### src/rtl/l1_dcache_pkg.sv
// Shared types and geometry constants for the direct-mapped L1 data cache.
`timescale 1ns/1ps
package cache_types;

  typedef enum logic [1:0] {IDLE, WB, ALLOC} cache_state_t;

  localparam int LINE_W     = 256;
  localparam int LINE_BYTES = LINE_W / 8;
  localparam int OFFSET_W   = 5;
  localparam int WORD_SEL_W = 3;

  typedef logic [LINE_W-1:0] line_t;

endpackage

### src/rtl/l1_dcache_data_array.sv
// Line storage for the L1 data cache: per-byte write enables, combinational read.
`timescale 1ns/1ps
module cache_data_array
  import cache_types::*;
#(
  parameter int S_INDEX = 3
) (
  input  logic                  clk,
  input  logic                  we_i,
  input  logic [S_INDEX-1:0]    index_i,
  input  logic [LINE_BYTES-1:0] be_i,
  input  line_t                 wdata_i,
  output line_t                 rdata_o
);

  line_t lines_q [2**S_INDEX];

  always_ff @(posedge clk) begin
    if (we_i) begin
      for (int b = 0; b < LINE_BYTES; b++) begin
        if (be_i[b]) lines_q[index_i][8*b +: 8] <= wdata_i[8*b +: 8];
      end
    end
  end

  assign rdata_o = lines_q[index_i];

endmodule

### src/rtl/l1_dcache.sv
// Direct-mapped, write-back, write-allocate L1 data cache between the core word
// interface and a single-beat 256-bit physical memory port.
`timescale 1ns/1ps
module l1_dcache
  import cache_types::*;
#(
  parameter int S_INDEX = 3
) (
  input  logic          clk,
  input  logic          rst,
  input  logic [31:0]   mem_address,
  input  logic          mem_read,
  input  logic          mem_write,
  input  logic [3:0]    mem_byte_enable,
  input  logic [31:0]   mem_wdata,
  output logic [31:0]   mem_rdata,
  output logic          mem_resp,
  output logic [31:0]   pmem_address,
  output logic          pmem_read,
  output logic          pmem_write,
  output logic [255:0]  pmem_wdata,
  input  logic [255:0]  pmem_rdata,
  input  logic          pmem_resp
);

  localparam int TAG_W = 27 - S_INDEX;
  localparam int NSETS = 2**S_INDEX;

  cache_state_t state_q, state_d;

  logic [TAG_W-1:0] tag_q [NSETS];
  logic [NSETS-1:0] valid_q;
  logic [NSETS-1:0] dirty_q;

  logic [S_INDEX-1:0]    idx;
  logic [TAG_W-1:0]      req_tag;
  logic [WORD_SEL_W-1:0] wsel;
  line_t                 line_rd;
  line_t                 line_wd;
  logic [LINE_BYTES-1:0] line_be;
  logic                  req;
  logic                  hit;
  logic                  hit_wr;
  logic                  fill;
  logic                  arr_we;
  logic                  unused_addr_lsb;

  assign idx             = mem_address[OFFSET_W +: S_INDEX];
  assign req_tag         = mem_address[31 -: TAG_W];
  assign wsel            = mem_address[2 +: WORD_SEL_W];
  assign unused_addr_lsb = ^mem_address[1:0];

  assign req    = mem_read | mem_write;
  assign hit    = valid_q[idx] && (tag_q[idx] == req_tag);
  // A simultaneous read+write is served as a write, so only mem_write matters here.
  assign hit_wr = (state_q == IDLE) && mem_write && hit;
  assign fill   = (state_q == ALLOC) && pmem_resp;
  assign arr_we = !rst && (hit_wr || fill);

  assign line_be = fill ? {LINE_BYTES{1'b1}}
                        : (LINE_BYTES'(mem_byte_enable) << {wsel, 2'b00});
  assign line_wd = fill ? pmem_rdata : {8{mem_wdata}};

  cache_data_array #(.S_INDEX(S_INDEX)) u_data (
    .clk     (clk),
    .we_i    (arr_we),
    .index_i (idx),
    .be_i    (line_be),
    .wdata_i (line_wd),
    .rdata_o (line_rd)
  );

  assign mem_rdata = line_rd[{wsel, 5'b00000} +: 32];

  always_ff @(posedge clk) begin
    if (rst) state_q <= IDLE;
    else     state_q <= state_d;
  end

  always_comb begin
    state_d      = state_q;
    mem_resp     = 1'b0;
    pmem_read    = 1'b0;
    pmem_write   = 1'b0;
    pmem_address = '0;
    pmem_wdata   = '0;
    case (state_q)
      IDLE: begin
        if (req) begin
          if (hit)                              mem_resp = 1'b1;
          else if (valid_q[idx] && dirty_q[idx]) state_d  = WB;
          else                                   state_d  = ALLOC;
        end
      end
      WB: begin
        pmem_write   = 1'b1;
        pmem_address = {tag_q[idx], idx, 5'b00000};
        pmem_wdata   = line_rd;
        if (pmem_resp) state_d = ALLOC;
      end
      ALLOC: begin
        pmem_read    = 1'b1;
        pmem_address = {req_tag, idx, 5'b00000};
        if (pmem_resp) state_d = IDLE;
      end
      default: state_d = IDLE;
    endcase
  end

  // Data and tags survive reset; only the state bits are cleared.
  always_ff @(posedge clk) begin
    if (rst) begin
      valid_q <= '0;
      dirty_q <= '0;
    end else begin
      if (hit_wr)                          dirty_q[idx] <= 1'b1;
      if ((state_q == WB) && pmem_resp)    dirty_q[idx] <= 1'b0;
      if (fill) begin
        valid_q[idx] <= 1'b1;
        dirty_q[idx] <= 1'b0;
      end
    end
  end

  always_ff @(posedge clk) begin
    if (!rst && fill) tag_q[idx] <= req_tag;
  end

endmodule

### config.mk
export PLATFORM = sky130hd
export DESIGN_NAME = l1_dcache
export DESIGN_NICKNAME = d
export VERILOG_FILES = /design/src/rtl/l1_dcache_pkg.sv /design/src/rtl/l1_dcache_data_array.sv /design/src/rtl/l1_dcache.sv
export SDC_FILE = /design/constraint.sdc
export NUM_CORES = 2
export LEC_CHECK = 0
export CELL_PAD_IN_SITES_DETAIL_PLACEMENT = 0
export CELL_PAD_IN_SITES_GLOBAL_PLACEMENT = 1
export CORE_MARGIN = 3
export CORE_UTILIZATION = 50
export CTS_CLUSTER_DIAMETER = 50
export DETAILED_ROUTE_END_ITERATION = 7
export HOLD_SLACK_MARGIN = 0.06
export PLACE_DENSITY = 0.81
export RECOVER_POWER = 50
export SYNTH_ARGS = -nofsm -noshare
export SYNTH_HDL_FRONTEND = slang
export SYNTH_SLANG_ARGS = --single-unit
### constraint.sdc
create_clock -name clk -period 5.2 [get_ports clk]
set_input_delay 1.04 -clock clk [delete_from_list [all_inputs] [get_ports clk]]
set_output_delay 1.04 -clock clk [all_outputs]
set_load 0.005 [all_outputs]
==> impl_summary.txt <==
----------------------------------------------------
[Synthesis]
  Sequential area share after synthesis ... between 70% and 80%
  Number of enable-type register cells in the synthesized netlist ... between 2000 and 2500
  Number of register bits inferred by synthesis ... roughly 2300
  Async S/R FF share, synth ... 0%
  Syn_area_per_cell ... between 15 and 20 um^2
  Cell area after technology mapping ... 91510 um^2
  Count of unique library cells instantiated by Yosys ... a little over 70
  Post-synthesis xor/xnor area fraction ... 0.08614%
  Dominant register cell in the synthesized netlist ... sky130_fd_sc_hd__edfxtp_1
  Cells after synthesis ... approximately 5700
  Mux share of post-synthesis cell area ... 5.423%
  Adder-cell share of the synthesized area ... less than 1%
  Number of warnings reported in the yosys synthesis log ... 0
  Main combinational cell family by area after synthesis ... compound AO/OA/AOI/OAI gates
  Complex-gate fraction of the synthesized area ... around an eighth
  Post-synthesis share of cell area spent on and, or, nand and nor gates ... 5.886%

[Pwr]
  Cell Pwr Density ... 351.3 nW/um^2
  Static Leak ... slightly below 40 nW
  Max rail drop VDD ... between 0.3 and 0.4 mV

[Critical path]
  Arr. time, crit path ... 4.20 ns
  Nature of the critical path startpoint ... input pin
  Worst Setup Path Type ... in2out
  R2R depth ... 9
  CP Capture Type ... primary output
  Data required time of the critical path ... ~4.2 ns
  Crit-path max FO ... 13

[Final layout]
  Area growth from synthesis to layout ... 25.09%
  Sequential cell area ... a little under 70000 um^2
  Fraction of layout instances using a drive strength above 1 ... 20.65%
  Share of the core filled with cells in the final layout ... 63.13%
  Total of fill cells in the finished design ... roughly 13000
  Area of the multi-input gates ... 22060 um^2
  Number of nets in the layout ... 7384
  Final Instance Area ... 114500 um^2

[Clock tree]
  Number of buffers added to fix hold violations after cts ... 0
  Root Driver ... sky130_fd_sc_hd__clkbuf_16
  Depth of the CTS H-tree ... 4
  Clock network latency to the later pin of the worst-skew pair ... roughly 0.89 ns
  Clock transition at the registers of the reported paths ... approximately 0.06 ns
  CTS sink cnt ... ~2300
  TritonCTS buffer count ... approximately 220
  Maximum buffer depth of the clock tree ... 3
  Clock tree from TritonCTS ... built

[Timing]
  Worst Tran Pin Value ... about 1.2 ns
  Post-Route Setup TNS ... -0.09996 ns
  Worst Skew ... 0.05218 ns
  Setup violation total in the final timing report ... 4
  Post-route worst setup slack ... -0.03904 ns
  Hold Vio Cnt, Final ... 0
  Period Utilization, post-route ... 100.8%
  Unrepaired setup endpoints after global routing ... true
  Final critical delay including setup and external delays ... about 5.2 ns
  Maximum achievable frequency ... 190.9 MHz
  Final max-slew violation count ... 0
  Worst slew margin ... approximately 20%

[Global routing]
  Vias in the first global route ... 59860
  Number of antenna violations at the first check in global routing ... 14
  First-pass GRT wire length ... roughly 460000 um
  Largest net degree at the start of global routing ... between 100 and 150
  Remaining Overflow, GRT ... 0
  Global-route usage over all layers ... around a third

[Drt]
  Avg Vias per Cell ... roughly 6.5
  Drt total wl ... between 300000 and 400000 um
  Router iterations before antenna repair ... 8
  Routed via count ... about 63000
  Count of antenna-violating nets left after detailed routing ... 0
  DR iter-0 viols ... 9407
  DRC violation count after routing ... 5
  Drt wl/cell ... about 35 um

[Run status]
  Failing checks ... design-rule violations, negative setup slack
  Run status ... complete, but fails checks

[Floorplan]
  Die Footprint ... between 150000 and 200000 um^2
  Horizontal die dimension ... roughly 430 um
  Die boundary height ... 433.8 um
  Starting Density ... around half
  Standard cell core area ... approximately 180000 um^2
  Num rows ... 156
  Top Ports ... between 600 and 700

[Hold path]
  Min-delay worst type ... reg2reg
  Number of instances on the worst hold path ... 2

[Placement]
  Routability-driven placement congestion ratio ... 0.9463
  Area after detailed placement ... around 110000 um^2
  Post-placement worst setup slack ... -0.1824 ns
  DPL Wire Length ... 232100 um
  Number of buffers inserted by port buffering ... between 600 and 700

[Run]
  Number of max-capacitance violations reported ... 0

----------------------------------------------------
==> report_power, final <==
part,internal [W],leakage (nW),switching (W)
Sequential,0.0204,20.3,0.0000170
Combinational,0.00145,15.4,0.00265
Clock,0.00893,3.45,0.00682
Total,0.0307,39.2,0.00948
==> flip-flops by register name, indices dropped and copies added, names as in the netlist <==
register / cells
state_q: 2
dirty_q: 8
valid_q: 8
tag_q: 192
u_data.lines_q: 2048
==> metal layers <==
metal	global-route usage, %	vias to the layer above	share of wire [%]
met5	0	-	0.020
met3	8.108	928	12
li1	-	25560	-
met4	27.48	8	9.4
met2	52.87	4898	45
met1	43.49	31380	33
==> through the flow <==
step           cells  hold WS (ns)  total power [W]
4_1_cts         9583        0.4750          0.04013
5_1_grt         9610        0.5185          0.04108
2_1_floorplan   5751        0.4416          0.02235
3_3_place_gp    9169        0.4543          0.02460
3_5_place_dp    9169        0.4631          0.02467
6_report        9619        0.4729          0.04021
==> timing repair <==
action	CTS	global route
gates resized for setup	9	30
buffers inserted	5	19
setup endpoints to repair	28	19
cloned	0	5
pin swaps	2	6
hold endpoints to repair	0	0
==> worst max-delay path, stage by stage <==
cell and delay [ns]:
sky130_fd_sc_hd__clkbuf_8 0.22, sky130_fd_sc_hd__buf_4 0.19, sky130_fd_sc_hd__nand2b_4 0.10, sky130_fd_sc_hd__nor2_4 0.19, sky130_fd_sc_hd__buf_12 0.14, sky130_fd_sc_hd__buf_12 0.15
sky130_fd_sc_hd__buf_12 0.13, sky130_fd_sc_hd__a22oi_1 0.08, sky130_fd_sc_hd__and4_1 0.29, sky130_fd_sc_hd__mux4_2 0.75, sky130_fd_sc_hd__a21oi_2 0.32, sky130_fd_sc_hd__clkdlybuf4s50_1 0.55
==> path summary, 6_finish.rpt <==
| path | to | slack [ns] | startpoint |
|---|---|---|---|
| setup / recovery | mem_rdata[2] | -0.04 | mem_address[6] |
| hold / removal | valid_q[6] | 0.47 | valid_q[6] |
| setup reg to reg | u_data.lines_q[7][158] | 1.51 | tag_q[5][20] |
| hold reg to reg | valid_q[6] | 0.47 | valid_q[6] |
==> final cells by class <==
cell class | instances | share of cell area (%)
flip-flops and latches | 2258 | 59.08
multi-input cells | 3016 | 19.27
repair buffers | 1526 | 12.68
clock buffers | 280 | 5.081
well taps | 2370 | 2.591
clock inverters | 130 | 1.171
inverters | 26 | 0.09619
diodes | 13 | 0.02842
==> cells in the mapped netlist (all sizes together), types with 5 or more instances <==
master | number | area share (%)
xor2 | 6 | 0.057
a221oi | 125 | 1.2
a211oi | 20 | 0.16
nor2b | 17 | 0.12
a21o | 257 | 2.1
and3 | 86 | 0.59
and4 | 56 | 0.54
o21ai | 111 | 0.61
a22o | 71 | 0.68
mux2i | 210 | 2.3
clkbuf | 296 | 1.2
o221ai | 5 | 0.048
o31ai | 83 | 1.1
nand2 | 272 | 1.1
nor3 | 27 | 0.15
buf | 155 | 1.0
o21a | 11 | 0.090
nand2b | 10 | 0.068
edfxtp | 2240 | 74
nand3 | 20 | 0.11
a31oi | 14 | 0.096
a221o | 35 | 0.38
mux2 | 86 | 1.1
dfxtp | 18 | 0.39
nor4 | 11 | 0.098
inv | 25 | 0.10
and2 | 108 | 0.74
a222oi | 29 | 0.32
mux4 | 83 | 2.0
a21oi | 118 | 0.65
a21boi | 6 | 0.049
nor2 | 494 | 2.0
o22ai | 42 | 0.31
nand4 | 28 | 0.19
a22oi | 538 | 4.4
==> cells by family after synthesis <==
kind of cell	count (synthesis)
AND/OR/NAND/NOR	1145
AO/OA/AOI/OAI	1475
other	1
flip-flops	2258
adder cells (fa/ha/maj)	3
buffers and inverters	477
XOR/XNOR	9
multiplexers	379
==> cells in the final DEF (no fill, tap or decap), types with 71 or more instances in the layout <==
cell type / count
sky130_fd_sc_hd__buf_12: 98
sky130_fd_sc_hd__mux4_2: 83
sky130_fd_sc_hd__a21o_1: 257
sky130_fd_sc_hd__buf_4: 766
sky130_fd_sc_hd__mux2i_1: 208
sky130_fd_sc_hd__a221oi_1: 121
sky130_fd_sc_hd__and2_1: 105
sky130_fd_sc_hd__clkdlybuf4s50_1: 626
sky130_fd_sc_hd__nand2_1: 271
sky130_fd_sc_hd__and3_1: 83
sky130_fd_sc_hd__clkbuf_16: 229
sky130_fd_sc_hd__a22o_1: 71
sky130_fd_sc_hd__nor2_1: 475
sky130_fd_sc_hd__a22oi_1: 538
sky130_fd_sc_hd__o31ai_2: 80
sky130_fd_sc_hd__o21ai_0: 85
sky130_fd_sc_hd__a21oi_1: 109
sky130_fd_sc_hd__edfxtp_1: 2240
Note: power is estimated with default switching activity, not from simulation.
